$ cat config.mk
export PLATFORM = sky130hd
export DESIGN_NAME = ks_datapath
export DESIGN_NICKNAME = d
export VERILOG_FILES = /design/src/rtl/k_and_s_pkg.sv /design/src/rtl/ks_datapath.sv
export SDC_FILE = /design/constraint.sdc
export NUM_CORES = 1
export LEC_CHECK = 0
export ABC_AREA = 1
export CAP_MARGIN = 20
export CORE_ASPECT_RATIO = 0.7
export CORE_MARGIN = 4
export CORE_UTILIZATION = 45
export CTS_BUF_LIST = sky130_fd_sc_hd__clkbuf_2
export CTS_CLUSTER_DIAMETER = 60
export DETAILED_ROUTE_END_ITERATION = 7
export DONT_BUFFER_PORTS = 1
export GPL_TIMING_DRIVEN = 0
export PLACE_DENSITY = 0.62
export SETUP_SLACK_MARGIN = 0.02
export SLEW_MARGIN = 20
export SYNTH_ARGS = -nofsm -noshare
export SYNTH_HDL_FRONTEND = slang
export SYNTH_SLANG_ARGS = --single-unit
$ cat constraint.sdc
create_clock -name clk -period 8.6 [get_ports clk]
set_clock_uncertainty 0.2 [all_clocks]
set_input_delay 0.43 -clock clk [delete_from_list [all_inputs] [get_ports clk]]
set_output_delay 0.43 -clock clk [all_outputs]
set_load 0.03 [all_outputs]
$ cat src/rtl/k_and_s_pkg.sv
// Shared types for the K&S processor: the instruction classes the datapath decodes from IR[15:8].
package k_and_s_pkg;

    typedef enum logic [3:0] {
        I_NOP,
        I_LOAD,
        I_STORE,
        I_MOVE,
        I_ADD,
        I_SUB,
        I_AND,
        I_OR,
        I_BRANCH,
        I_BZERO,
        I_BNEG,
        I_HALT
    } decoded_instruction_type;

endpackage

$ cat src/rtl/ks_datapath.sv
// K&S datapath: PC, IR, 4x16 register file, ALU and flags register, driven by an external control unit.
// Define KS_DP_R0_ZERO_EN to hardwire R0 to zero (writes dropped, reads return 0).
module ks_datapath
    import k_and_s_pkg::*;
(
    input  logic                    clk,
    input  logic                    rst_n,
    input  logic                    branch,
    input  logic                    pc_enable,
    input  logic                    ir_enable,
    input  logic                    write_reg_enable,
    input  logic                    addr_sel,
    input  logic                    c_sel,
    input  logic                    flags_reg_enable,
    input  logic [1:0]              operation,
    output decoded_instruction_type decoded_instruction,
    output logic                    zero_op,
    output logic                    neg_op,
    output logic                    unsigned_overflow,
    output logic                    signed_overflow,
    output logic [4:0]              ram_addr,
    output logic [15:0]             data_out,
    input  logic [15:0]             data_in
);

    localparam int unsigned DATA_W   = 16;
    localparam int unsigned ADDR_W   = 5;
    localparam int unsigned NUM_REGS = 4;
    localparam int unsigned FLAG_W   = 4;

    logic [ADDR_W-1:0] pc;
    logic [DATA_W-1:0] ir;
    logic [DATA_W-1:0] regs    [NUM_REGS];
    logic [DATA_W-1:0] rf_view [NUM_REGS];
    logic [FLAG_W-1:0] flags;

    logic [1:0]        dest_idx;
    logic [1:0]        a_idx;
    logic [DATA_W-1:0] op_a;
    logic [DATA_W-1:0] op_b;
    logic [DATA_W:0]   sum_ext;
    logic [DATA_W:0]   diff_ext;
    logic [DATA_W-1:0] alu_result;
    logic              alu_uov;
    logic              alu_sov;
    logic [DATA_W-1:0] wb_data;
    logic              reg_we;
    logic              unused_ir_bit;

    assign unused_ir_bit = ir[7];

    // Instruction decode from the opcode byte
    always_comb begin
        decoded_instruction = I_NOP;
        case (ir[15:8])
            8'h81:   decoded_instruction = I_LOAD;
            8'h82:   decoded_instruction = I_STORE;
            8'h91:   decoded_instruction = I_MOVE;
            8'hA1:   decoded_instruction = I_ADD;
            8'hA2:   decoded_instruction = I_SUB;
            8'hA3:   decoded_instruction = I_AND;
            8'hA4:   decoded_instruction = I_OR;
            8'h01:   decoded_instruction = I_BRANCH;
            8'h02:   decoded_instruction = I_BZERO;
            8'h03:   decoded_instruction = I_BNEG;
            8'hFF:   decoded_instruction = I_HALT;
            default: decoded_instruction = I_NOP;
        endcase
    end

    // Register read view; R0 optionally reads as zero
    always_comb begin
        for (int i = 0; i < int'(NUM_REGS); i++) begin
            rf_view[i] = regs[i];
        end
`ifdef KS_DP_R0_ZERO_EN
        rf_view[0] = '0;
`endif
    end

    // Operand and destination selection per instruction format
    always_comb begin
        dest_idx = ir[5:4];
        a_idx    = ir[3:2];
        op_b     = rf_view[ir[1:0]];
        case (decoded_instruction)
            I_LOAD: dest_idx = ir[6:5];
            I_MOVE: begin
                dest_idx = ir[3:2];
                a_idx    = ir[1:0];
                op_b     = '0;
            end
            default: ;
        endcase
    end

    assign op_a     = rf_view[a_idx];
    assign sum_ext  = {1'b0, op_a} + {1'b0, op_b};
    assign diff_ext = {1'b0, op_a} - {1'b0, op_b};

    // ALU: carry/borrow from the 17-bit extension, signed overflow from operand/result signs
    always_comb begin
        alu_result = '0;
        alu_uov    = 1'b0;
        alu_sov    = 1'b0;
        case (operation)
            2'b00: begin
                alu_result = sum_ext[DATA_W-1:0];
                alu_uov    = sum_ext[DATA_W];
                alu_sov    = (op_a[DATA_W-1] == op_b[DATA_W-1]) &&
                             (alu_result[DATA_W-1] != op_a[DATA_W-1]);
            end
            2'b01: begin
                alu_result = diff_ext[DATA_W-1:0];
                alu_uov    = diff_ext[DATA_W];
                alu_sov    = (op_a[DATA_W-1] != op_b[DATA_W-1]) &&
                             (alu_result[DATA_W-1] != op_a[DATA_W-1]);
            end
            2'b10:   alu_result = op_a & op_b;
            default: alu_result = op_a | op_b;
        endcase
    end

    assign wb_data = c_sel ? data_in : alu_result;

`ifdef KS_DP_R0_ZERO_EN
    assign reg_we = write_reg_enable && (dest_idx != 2'd0);
`else
    assign reg_we = write_reg_enable;
`endif

    // State registers; each enable updates independently from pre-edge values
    always_ff @(posedge clk) begin
        if (!rst_n) begin
            pc    <= '0;
            ir    <= '0;
            flags <= '0;
            for (int i = 0; i < int'(NUM_REGS); i++) begin
                regs[i] <= '0;
            end
        end else begin
            if (pc_enable) begin
                pc <= branch ? ir[ADDR_W-1:0] : pc + ADDR_W'(1);
            end
            if (ir_enable) begin
                ir <= data_in;
            end
            if (reg_we) begin
                regs[dest_idx] <= wb_data;
            end
            if (flags_reg_enable) begin
                flags <= {(alu_result == '0), alu_result[DATA_W-1], alu_uov, alu_sov};
            end
        end
    end

    assign ram_addr          = addr_sel ? ir[ADDR_W-1:0] : pc;
    assign data_out          = rf_view[ir[6:5]];
    assign zero_op           = flags[3];
    assign neg_op            = flags[2];
    assign unsigned_overflow = flags[1];
    assign signed_overflow   = flags[0];

endmodule

==> results by group, run 1 <==
Floorplanning
  – Initial core utilization: 45.7%
  – # IOs: 56
  – Core Region: 17100 um^2
  – DIE HEIGHT: 118 um
  – Die area: 19600 um^2
  – Die width: 166 um
  – Row count: 40

STA
  – Minimum clock period: 5310 ps
  – Achievable Freq: 188 MHz
  – Hold Vio Cnt, Final: 0
  – Max-slew violation count: 0
  – Worst-Margin Slew: 1150 ps
  – Total negative slack: 0 ps
  – Final worst-path cycle share: 61.8%
  – # setup viols final: 0
  – Hold_ws: 26.0 ps
  – Slew margin rel.: 22.2%
  – RSZ-0062 raised after global routing: false

Drt
  – DRC errors left: 0
  – DRT Pass-1 Iters: 5
  – Via/cell ratio: 5.64
  – Remaining antenna violation count: 0
  – Post-Route WL: 27400 um
  – DRT iter0 DRCs: 1092
  – Via Count: 8132
  – Wire per inst: 19.0 um

Clock network
  – # resized after CTS: 0
  – Maximum clock insertion buffer count: 2
  – Postcts setup bufs: 0
  – Deepest level of the CTS H-tree: 3
  – Clock Root Buffer: clkbuf_2
  – Clock latency on the worst-skew pair: 580 ps
  – CTS Buf Count: 9
  – CTS tree: yes
  – Clock sinks: 88
  – Worst-path clk slew: 310 ps
  – # hold bufs at CTS: 23

Cells and area
  – Fin cells: 1443
  – Most common cell after layout, fill and taps aside: inv_1
  – ANT cells: 0
  – Most frequent cells in the layout: 187 x inv_1, 183 x nor2_1, 179 x nand2_1
  – # nets final: 1287
  – Filler Cells Inserted: 1820
  – Area Growth Syn to Fin: 8.17%
  – Core Util, Final: 49.5%
  – Layout cell share with drive strength beyond 1: 5.28%
  – Design Area, Final: 8470 um^2

Yosys
  – Post-synth top area cell: edfxtp_1
  – Post-Syn Instances: 1172
  – Area contributors post-synth: edfxtp_1 25%, inv_1 9.0%, nor2_1 8.8%
  – Post-synthesis cell type count: 49
  – Syn Area/Cell: 6.68 um^2
  – Sequential area share after synthesis: 30.7%
  – Yosys reg bits: 88
  – Post-synth top flop: edfxtp_1
  – Synthesized area: 7830 um^2
  – Yosys synthesis warning count: 0
  – Async SR Flop Fraction: 0%
  – Syn_nets: 1252
  – Post-synth top area share: 24.5%
  – EDFF count, synth: 64

Place
  – Post-DP HPWL: 22300 um
  – DP Cell Count: 1404
  – Gpl congestion: 0.975
  – Placed inst area: 8130 um^2
  – Port Buffers: 0

Power and ir drop
  – Pleak: 3.81 nW
  – Cell Pwr Density: 157 nW/um^2
  – Peak VDD IR: 79.3 uV

Status
  – Status: finished clean

Global routing
  – Gr ovfl total: 0
  – GRT Overall Usage: 27.4%
  – First-pass GRT wire length: 42400 um
  – Vias in the first global route: 7375
  – Pin count of the biggest net entering global routing: 18
  – Initial antenna violation count: 0

Min path
  – Worst Hold Class: in2reg

Setup path
  – Worst Path Required: 8930 ps
  – CP startpoint kind: register
  – Crit-path max FO: 10
  – Crit Path Class: reg2reg
  – CP arrival: 5640 ps
  – Crit path capture type: register

Job
  – MaxCap Viol Count: 0
synthesized netlist by cell type, types with 2 or more instances:
master     count
a211oi_1      12
a21boi_0       8
a21oi_1       89
a31oi_1        4
a32oi_1       15
buf_1          6
buf_2          3
clkbuf_1      45
clkinv_1       3
dfxtp_1       24
edfxtp_1      64
fa_1           2
ha_1          51
inv_1        187
inv_2          3
nand2_1      179
nand2_2       12
nand2_4        2
nand3_1       57
nand3_2        5
nand4_1        4
nor2_1       183
nor3_1        24
nor4_1         4
o2111ai_1      2
o211ai_1       9
o21a_1         3
o21ai_0      127
o21bai_1       2
o22ai_1       12
or2_2         12
xor2_1         2
layer usage:
metal	global-route usage, %	vias to the layer above	wire length (um)
met3	6.79	27	3190
met1	41.7	3734	12700
li1	-	3928	-
met5	0	-	0
met2	39.6	443	11200
met4	4.59	0	356
final cells by class:
cell class / instances / area (um^2) / share of cell area (%)
repair buffers: 24 / 238 / 2.81
clock buffers: 9 / 45.0 / 0.532
clock inverters: 7 / 62.6 / 0.739
plain buffers: 55 / 218 / 2.57
multi-input cells: 836 / 4490 / 53.0
flip-flops and latches: 88 / 2400 / 28.4
well taps: 231 / 289 / 3.41
inverters: 193 / 724 / 8.55
power breakdown:
group	internal [mW]	total [mW]	switching (mW)
registers	0.489	0.517	0.0280
clock network	0.0459	0.211	0.165
logic	0.171	0.600	0.429
final timing paths:
path         slack [ps]  cells past startpoint  startpoint    endpoint
min reg2reg         290                      2       pc[3]       pc[3]
max reg2reg        3290                     21       ir[0]    flags[2]
max                3290                     21       ir[0]    flags[2]
min                  30                      2       c_sel  regs[3][4]
state kept, by name (all words and copies together), names as in the netlist:
name and count:
flags 4, ir 15, pc 5, regs 64
worst max-delay path, stage by stage (launching register included):
cell and delay [ps]:
dfxtp_1 370, buf_2 180, clkbuf_1 440, clkbuf_1 570, a211oi_1 200, nor3_1 530
inv_1 170, ha_1 320, clkbuf_1 190, nand2_1 170, inv_1 70, nand3_1 150
nor2_1 100, a2111oi_0 400, nand2_2 150, nand2_1 80, nand2_1 50, nor2_1 110
nand2_2 70, nand2_2 110, a21oi_1 80, dlygate4sd3_1 550
metrics by stage:
step / power [mW] / setup WS, ps
after floorplan: 0.937 / 4770
after global placement: 1.09 / 3720
after detailed placement: 1.10 / 3690
after CTS: 1.32 / 3460
after global routing: 1.42 / 2920
final: 1.33 / 3290
logic make-up (layout without fill, tap and decap cells):
family,after synthesis,count (layout),share of synthesized area (%)
XOR/XNOR,2,2,0.224
AO/OA/AOI/OAI,291,291,21.3
flip-flops,88,88,30.7
buffers and inverters,248,288,12.0
AND/OR/NAND/NOR,490,490,27.1
adder cells (fa/ha/maj),53,53,8.66
(Power assumes the default switching activity.)
==> inputs of run 2 (changes only) <==
- clock period: 8.6 -> 5.13 ns (I/O delays scaled with it)
==> run 2 against run 1 <==
Effect of this change:
- non-clock buffer count decreased by 3
- critical path depth rose by 5
- clock-buffer cell count unchanged
- combinational power grew 70%
- register-to-register slack got worse by 3000 ps
- first-iteration DRC count rose by 8.2%
- sequential cell count unchanged
- utilization increased by 0.44 points
- final area grew 0.89%
- routed wire length is 0.71% higher
- critical path type unchanged
- largest cell class unchanged
- largest power group unchanged
- highest routed layer unchanged
==> results by group, run 2 (synthesis results as in run 1) <==
Clock network
  – Maximum clock insertion buffer count: 2
  – CTS tree: yes
  – Deepest level of the CTS H-tree: 3
  – Worst-path clk slew: 320 ps
  – CTS Buf Count: 9
  – Clock sinks: 88
  – Clock Root Buffer: clkbuf_2
  – Clock latency on the worst-skew pair: 600 ps

Drt
  – Wire per inst: 19.2 um
  – DRT iter0 DRCs: 1181
  – Via/cell ratio: 5.67
  – Post-Route WL: 27600 um
  – Remaining antenna violation count: 0
  – DRC errors left: 0
  – DRT Pass-1 Iters: 6
  – Via Count: 8167

Cells and area
  – Largest regs: regs: 64 flops, ir: 15 flops, pc: 5 flops
  – # nets final: 1284
  – Biggest register: regs
  – ANT cells: 0
  – Filler Cells Inserted: 1813
  – Area Growth Syn to Fin: 9.13%
  – Most common cell after layout, fill and taps aside: inv_1
  – Layout cell share with drive strength beyond 1: 7.36%
  – Fin cells: 1440
  – Most frequent cells in the layout: 186 x inv_1, 182 x nor2_1, 179 x nand2_1
  – Multi-input gate area: 4540 um^2
  – Register Area: 2400 um^2
  – Max reg flops: 64

Global routing
  – Gr ovfl total: 0
  – Vias in the first global route: 7393
  – First-pass GRT wire length: 42400 um
  – Initial antenna violation count: 0
  – Pin count of the biggest net entering global routing: 18
  – GRT Overall Usage: 27.4%

STA
  – Slew margin rel.: 20.2%
  – Minimum clock period: 4850 ps
  – Total negative slack: 0 ps
  – Worst-Margin Slew: 1180 ps
  – Achievable Freq: 206 MHz
  – # setup viols final: 0
  – Final worst-path cycle share: 94.5%
  – Max-slew violation count: 0
  – Hold Vio Cnt, Final: 0
  – RSZ-0062 raised after global routing: false

Power and ir drop
  – Peak VDD IR: 133 uV
  – Cell Pwr Density: 263 nW/um^2
  – Pleak: 3.83 nW
  – Total power draw: 2.25 mW

Floorplanning
  – Row count: 40
  – Die area: 19600 um^2
  – # IOs: 56
  – DIE HEIGHT: 118 um
  – Die width: 166 um
  – Core Region: 17100 um^2
  – Initial core utilization: 45.7%

Status
  – Status: finished clean

Job
  – MaxCap Viol Count: 0

Min path
  – Worst Hold Launch: flags_reg_enable
  – Worst Hold Class: in2reg

Setup path
  – Worst r2r src: ir[15]
  – CP arrival: 5070 ps
  – Worst Path Required: 5360 ps
  – Crit path capture type: register
  – Crit Path Class: reg2reg
  – CP startpoint kind: register
  – Crit-path max FO: 10
  – Critical Path Source: ir[15]

Place
  – Post-DP HPWL: 22300 um
  – DP Cell Count: 1404
  – Port Buffers: 0
  – Gpl congestion: 0.975
==> run 2: repair_timing <==
| action | CTS | global route |
|---|---|---|
| resized for setup | 0 | 34 |
| hold buffers | 25 | 0 |
| endpoints found under the setup margin | 0 | 42 |
| setup buffers | 0 | 1 |
| endpoints found under the hold margin | 61 | 0 |
==> run 2: critical path, stage by stage, from the launching register on <==
cell and delay (ps):
dfxtp_1 460, nand2_1 140, nor2_4 180, nand3_2 140, nand2_4 150, clkinvlp_4 180, buf_2 240, nor2_1 110
inv_1 60, a32oi_2 250, inv_1 170, fa_1 450, nand3_1 120, nand3_1 160, nand2_1 120, o211ai_1 140
nand2_1 150, nand2_1 80, nand2_1 90, nand2_1 80, nand2_1 70, nand3_1 70, nand3_1 120, nor2_1 70
a21oi_1 400, inv_1 140, nor2_1 110
==> run 2: final timing paths <==
| path | slack [ps] | cells after the start | endpoint |
|---|---|---|---|
| worst max register to register | 280 | 26 | regs[2][12] |
| worst min register to register | 290 | 2 | pc[3] |
| worst max-delay path | 280 | 26 | regs[2][12] |
| worst min-delay path | 20 | 10 | flags[3] |
==> run 2: power by group <==
group	internal [mW]	total (mW)	switching [mW]
combinational	0.298	1.02	0.727
sequential	0.820	0.866	0.0465
clock	0.0769	0.357	0.280
==> run 2: cell type report <==
class / instances / share of cell area [%]
Sequential cell: 88 / 28.1
Inverter: 193 / 8.57
Clock inverter: 7 / 0.732
Clock buffer: 9 / 0.527
Timing Repair Buffer: 27 / 3.10
Tap cell: 231 / 3.38
Buffer: 49 / 2.43
Multi-Input combinational cell: 836 / 53.1
==> run 2: stage by stage <==
step / hold WS [ps] / instance area, um^2 / utilization [%] / worst slack (ps)
finish: 15.2 / 8540 / 49.9 / 282
global placement: 152 / 8120 / 47.4 / 254
detailed placement: 153 / 8130 / 47.5 / 224
CTS: 16.4 / 8490 / 49.6 / 131
floorplan: 146 / 7830 / - / 1300
global route: 58.8 / 8540 / 49.9 / 25.5
==> run 2: routing by layer <==
metal	share of wire (%)	wire [um]	global-route usage, %
met5	0	0	0
met4	1.4	388	4.59
met3	11	3170	6.39
met2	41	11400	39.9
met1	46	12700	41.6
